**src/rtl/hazard_scheduler.sv**
```systemverilog
// Pipeline hazard controller: load-use stalls, branch flushes, memory waits.
// Mealy enable decode with sticky memory-timeout flag and perf counters.
module hazard_scheduler #(
  parameter int REG_W       = 5,
  parameter int MEM_TIMEOUT = 64,
  parameter int CNT_W       = 16
) (
  input  logic             clk,
  input  logic             reset,
  input  logic [REG_W-1:0] Registro1,
  input  logic [REG_W-1:0] Registro2,
  input  logic             uses_rs2,
  input  logic [REG_W-1:0] Rd_execute,
  input  logic             ex_memread,
  input  logic             branch_taken,
  input  logic             mem_req,
  input  logic             mem_ready,
  input  logic             clear_counters,
  output logic             pc_write,
  output logic             ifid_write,
  output logic             ifid_flush,
  output logic             idex_flush,
  output logic             pipe_hold,
  output logic             timeout_err,
  output logic [CNT_W-1:0] stall_cycles,
  output logic [CNT_W-1:0] flush_events
);

  localparam int WC_W = (MEM_TIMEOUT > 1) ? $clog2(MEM_TIMEOUT) : 1;
  localparam int LAST = (MEM_TIMEOUT > 0) ? MEM_TIMEOUT - 1 : 0;
  localparam logic [WC_W-1:0] WC_LAST = WC_W'(LAST);

  typedef enum logic [1:0] {
    RUN,
    LU_STALL,
    MEM_WAIT,
    TIMEOUT
  } state_t;

  state_t          state;
  state_t          nxt;
  logic [WC_W-1:0] wait_cnt;
  logic            mem_stall;
  logic            lu_hazard;
  logic            to_hit;
  logic            flush_ev;

  assign mem_stall = mem_req & ~mem_ready;
  assign lu_hazard = ex_memread & (Rd_execute != '0) &
                     ((Rd_execute == Registro1) |
                      (uses_rs2 & (Rd_execute == Registro2)));
  assign to_hit = (MEM_TIMEOUT != 0) && (wait_cnt == WC_LAST);

  // Enable decode and next state; a frozen pipe outranks a branch,
  // which in turn squashes any load-use hazard on the ID instruction.
  always_comb begin
    pc_write   = 1'b1;
    ifid_write = 1'b1;
    ifid_flush = 1'b0;
    idex_flush = 1'b0;
    pipe_hold  = 1'b0;
    flush_ev   = 1'b0;
    nxt        = RUN;
    if (reset) begin
      pc_write   = 1'b0;
      ifid_write = 1'b0;
      ifid_flush = 1'b1;
      idex_flush = 1'b1;
    end else if (state == TIMEOUT) begin
      pc_write   = 1'b0;
      ifid_write = 1'b0;
      pipe_hold  = 1'b1;
      nxt        = TIMEOUT;
    end else if (mem_stall) begin
      pc_write   = 1'b0;
      ifid_write = 1'b0;
      pipe_hold  = 1'b1;
      nxt        = to_hit ? TIMEOUT : MEM_WAIT;
    end else if (branch_taken) begin
      ifid_flush = 1'b1;
      idex_flush = 1'b1;
      flush_ev   = 1'b1;
    end else if (lu_hazard && state == RUN) begin
      pc_write   = 1'b0;
      ifid_write = 1'b0;
      idex_flush = 1'b1;
      nxt        = LU_STALL;
    end
  end

  // State, wait counter and sticky timeout flag.
  always_ff @(posedge clk or posedge reset) begin
    if (reset) begin
      state       <= RUN;
      wait_cnt    <= '0;
      timeout_err <= 1'b0;
    end else begin
      state <= nxt;
      if (!mem_stall)
        wait_cnt <= '0;
      else if (wait_cnt != '1)
        wait_cnt <= wait_cnt + 1'b1;
      if (nxt == TIMEOUT)
        timeout_err <= 1'b1;
    end
  end

  // Saturating performance counters; clear wins over increment.
  always_ff @(posedge clk or posedge reset) begin
    if (reset) begin
      stall_cycles <= '0;
      flush_events <= '0;
    end else if (clear_counters) begin
      stall_cycles <= '0;
      flush_events <= '0;
    end else begin
      if (!pc_write && stall_cycles != '1)
        stall_cycles <= stall_cycles + 1'b1;
      if (flush_ev && flush_events != '1)
        flush_events <= flush_events + 1'b1;
    end
  end

endmodule

```
**config.mk**
```make
export PLATFORM = sky130hd
export DESIGN_NAME = hazard_scheduler
export DESIGN_NICKNAME = d
export VERILOG_FILES = /design/src/rtl/hazard_scheduler.sv
export SDC_FILE = /design/constraint.sdc
export NUM_CORES = 1
export LEC_CHECK = 0
export ABC_AREA = 0
export CORE_UTILIZATION = 44
export DETAILED_ROUTE_END_ITERATION = 10
export GPL_ROUTABILITY_DRIVEN = 0
export PLACE_DENSITY = 0.88
export SETUP_SLACK_MARGIN = 0.3
export SYNTH_ARGS = -nofsm -noshare
export SYNTH_HDL_FRONTEND = slang
export SYNTH_SLANG_ARGS = --single-unit
```
**constraint.sdc**
```tcl
create_clock -name clk -period 2.5 [get_ports clk]
set_clock_uncertainty 0.15 [all_clocks]
set_input_delay 0.25 -clock clk [delete_from_list [all_inputs] [get_ports clk]]
set_output_delay 0.25 -clock clk [all_outputs]
set_load 0.02 [all_outputs]
```
* Word-level counts from Yosys, hierarchy flattened
Cells that the tools add are included.
Word-level totals: bits in registers 41, input bits 23, output and inout bits 38, logic and storage cells 61
Operators by class: $add $sub $neg 3, equality and inequality tests 9, mux-type cells 30, bitwise operators 6, reductions and logical operators 8
Operator list (count):
- two-way mux 16 bit | 4
- adder 16 x 1 -> 16 bit (second input constant) | 2
- inequality test 16 bit (second input constant) | 2
- two-way mux 1 bit | 21
- two-way mux 6 bit | 2
- == test 5 bit | 2
- adder 6 x 1 -> 6 bit (second input constant) | 1
- == test 6 bit (second input constant) | 1
- two-way mux 2 bit | 3
- inequality test 6 bit (second input constant) | 1
- nonzero test 5 bit | 1
- bitwise AND 1 bit | 4
- == test 2 bit (second input constant) | 2
- nonzero test 2 bit | 2
- logical AND 1 bit | 3
- zero test 2 bit | 1
- inequality test 2 x 1 -> 1 bit (second input constant) | 1
- zero test 1 bit | 1
- inverter 1 bit | 1
- OR 1 bit | 1

* Longest topological paths before layout
word-level depth 14, mapped depth 9

* Least setup slack after synthesis
Ideal clock, no wire load.
kind input port to flip-flop, from in reset, to reg flush_events[14], library setup time 0.132 ns, arrival 2.441 ns, required time 2.218 ns, path slack -0.222 ns, cell stages on the path 6, buffers on the path 0, path through inv_1 > nand4_1 > a21oi_1 > nand4_1 > xor2_1 > nor2_1
On the way: cells in the longest elaborated chain, start to end 3
RTL lines:
- start, declared | line 9 | input logic reset,
- two-way mux 1 bit | line 64 | if (reset) begin
- logical AND 1 bit | line 119 | if (flush_ev && flush_events != '1)
- nonzero test 2 bit (no source line)
- end signal, assigned | line 120 | flush_events <= flush_events + 1'b1;
- end, declared | line 26 | output logic [CNT_W-1:0] flush_events
No other way between the ends. A chain may end at the register's enable or synchronous reset.

* Worst setup path in the final report
from reg stall_cycles[0], to reg stall_cycles[8]
On the way: cells in the longest elaborated chain, start to end 3
RTL lines:
- start, declared | line 25 | output logic [CNT_W-1:0] stall_cycles,
- start signal, assigned | line 118 | stall_cycles <= stall_cycles + 1'b1;
- adder 16 x 1 -> 16 bit or inequality test 16 bit (tied branches) | line 118, 117
- two-way mux 16 bit or logical AND 1 bit (tied branches) | line 117 | if (!pc_write && stall_cycles != '1)
- two-way mux 16 bit or nonzero test 2 bit (tied branches)
Several ways; a longest one is shown, not always the timed one. The select of a mux whose other input is x is not followed.

==> impl_metrics.env <==
export IMPL_outcome="complete, no violations"
export IMPL_synth_edf_count=0
export IMPL_critPathLaunchType="flop"
export IMPL_drive_gt1_share_pct=19.8
export IMPL_grt_max_degree=33
export IMPL_cts_tree="done"
export IMPL_first_pass_iters=4
export IMPL_cts_buffers_inserted=5
export IMPL_grt_pass1_vias=2066
export IMPL_reg2regPathDepth=7
export IMPL_cp_max_fo=8
export IMPL_drtIter0Drc=119
export IMPL_r2r_end="stall_cycles[8]"
export IMPL_die_area_um2=5430
export IMPL_fmax_mhz=435
export IMPL_utilization_pct=68.7
export IMPL_slew_headroom_pct=74.5
export IMPL_gr_total_overflow=0
export IMPL_finalMaxSlewViolations=0
export IMPL_grt_pass1_wl_um=9410
export IMPL_synth_main_ff_cell="dfrtp_1"
export IMPL_post_dp_cell_area_um2=3010
export IMPL_hold_viol_final=0
export IMPL_post_place_ws_ps=-503
export IMPL_yosysTopAreaCell="dfrtp_1"
export IMPL_via_count=2174
export IMPL_htreeDepth=2
export IMPL_vias_per_cell=5.50
export IMPL_hold_worst_slack_ps=308
export IMPL_port_buffers=60
export IMPL_cpMostUsedCell="and3_4"
export IMPL_n_antenna_cell=0
export IMPL_start_util_pct=46.9
export IMPL_synth_area_top_cells="dfrtp_1, xor2_1, nor2_1"
export IMPL_hp_start="timeout_err"
export IMPL_nNetsFinal=353
export IMPL_required_ps=2580
export IMPL_stdcell_area_um2=3310
export IMPL_setup_worst_path_class="reg2reg"
export IMPL_drc=0
export IMPL_track_usage_pct=22.7
export IMPL_num_rows=25
export IMPL_setup_violations=0
export IMPL_tightest_slew_ps=381
export IMPL_drv_cap=0
export IMPL_wl_per_cell_um=15.1
export IMPL_antenna_found_initial=0
export IMPL_ioPinCount=61
export IMPL_syn_inst=242
export IMPL_cts_path_max_buffers=2
export IMPL_yosysTopAreaCellShare_pct=45.4
export IMPL_synth_distinct_cells=37
export IMPL_endpoint_kind="flop"
export IMPL_worst_path_buf_inv=0
export IMPL_synthArstFlopShare_pct=100
export IMPL_r2r_start="stall_cycles[0]"
export IMPL_clock_latency_ps=290
export IMPL_max_stage_delay_ps=430
export IMPL_crit_family="simple AND/OR/NAND/NOR gates"
export IMPL_clk_pin_slew_ps=80
export IMPL_ctsRootBufferMaster="clkbuf_8"
export IMPL_avgSynthCellArea_um2=9.34
export IMPL_dp_hpwl_um=3800
export IMPL_ir_drop_mv=0.280
export IMPL_seq_area_frac_synth_pct=45.4
export IMPL_min_to="timeout_err"
export IMPL_syn_area_um2=2260
export IMPL_layout_setup_ws_ps=200
export IMPL_cts_sinks=41
export IMPL_worstPathCellList="ha_4 -> and3_4 -> and3_4 -> a211o_4 -> o21ba_4 -> or4_4 -> a21oi_2"
export IMPL_fp_coreArea_um2=4820
export IMPL_ant_nets=0
export IMPL_fin_crit_sh_pct=92.0
export IMPL_r2r_slack_ps=200
export IMPL_routed_wl_um=5960
export IMPL_power_leakage_uw=0.00143
export IMPL_ys_top_cells_by_count="dfrtp_1, nor2_1, xor2_1, a21oi_1, nand3_1"
export IMPL_power_total_uw=1450
export IMPL_period_minus_slack_ps=2300
export IMPL_synth_nets=268
export IMPL_die_h_um=73.7
export IMPL_cp_arrival_ps=2380
export IMPL_cp_slowest_cell="dfrtp_2"
export IMPL_synth_seq_cells=41
export IMPL_syn_to_final_growth_pct=46.5
export IMPL_synth_warnings=0
export IMPL_p_per_area_nw_per_um2=439
export IMPL_holdPathStages=1
export IMPL_hold_path_class="reg2reg"
export IMPL_yosysMostFrequentCell="dfrtp_1"
export IMPL_die_w_um=73.7
export IMPL_rsz0062_at_grt="true"
cell type report:
type	count	area, um2
fill	400	1510
multi-input combinational	190	1280
sequential	41	1030
timing repair buffer	84	779
clock buffer	7	86.3
tap	67	83.8
clock inverter	1	30.0
inverter	5	22.5
report_power, final:
part	internal, uW	switching [uW]
sequential	673	10.4
combinational	107	110
clock	326	226
flip-flops by register name, summed over array words and instances (netlist names):
name	flops
flush_events	16
stall_cycles	16
state	2
wait_cnt	6
timeout_err	1
metrics by stage:
step                std cells  setup TNS [ps]
floorplan                 242               0
global placement          373           -1370
detailed placement        373           -3050
CTS                       391               0
global route              395               0
finish                    395               0
layout by cell type (no fill, tap or decap), types with 4 or more instances in the layout:
cell type and count:
o21ai_0 8, nand3_1 15, nor2_1 29, xnor2_1 5, buf_4 25, o21ai_1 6
clkbuf_8 6, clkdlybuf4s50_1 42, nand2_1 13, inv_1 4, nand4_1 11, a21oi_1 12
or3_1 8, mux2i_1 5, dlymetal6s2s_1 6, xor2_1 22, buf_6 4, and3_1 9
o31ai_1 5, a21oi_2 4, dfrtp_1 39
worst max path at each step:
stage / start / endpoint / slack [ps] / cells after the start
2_1_floorplan: stall_cycles[0] / stall_cycles[12] / 220 / 8
3_3_place_gp: Rd_execute[3] / idex_flush / -430 / 8
3_5_place_dp: Rd_execute[3] / idex_flush / -500 / 8
4_1_cts: stall_cycles[0] / stall_cycles[8] / 210 / 7
5_1_grt: stall_cycles[1] / stall_cycles[8] / 150 / 7
6_report: stall_cycles[0] / stall_cycles[8] / 200 / 7
repair_timing:
action,4_1_cts,5_1_grt
hold endpoints to repair,0,0
buffers inserted,8,4
pin swaps,12,18
hold buffers,0,0
gates cloned,2,0
gates resized for setup,44,24
setup endpoints to repair,20,23
cells by family (layout without fill, tap and decap cells):
family                   Yosys count  count (layout)  share of synthesized area (%)
AND/OR/NAND/NOR                  108             108                           25.0
AO/OA/AOI/OAI                     45              47                           12.2
flip-flops                        41              41                           45.4
XOR/XNOR                          27              27                           10.5
buffers and inverters             13              97                           3.05
multiplexers                       5               5                           2.21
adder cells (fa/ha/maj)            3               3                           1.66
metal layers:
| metal | vias up | track usage [%] | wire, um |
|---|---|---|---|
| met5 | - | 0 | 0 |
| li1 | 1041 | - | - |
| met1 | 1050 | 27.5 | 2470 |
| met3 | 9 | 5.90 | 401 |
| met2 | 74 | 39.4 | 2990 |
| met4 | 0 | 7.05 | 92 |
Note: power is estimated with default switching activity, not from simulation.
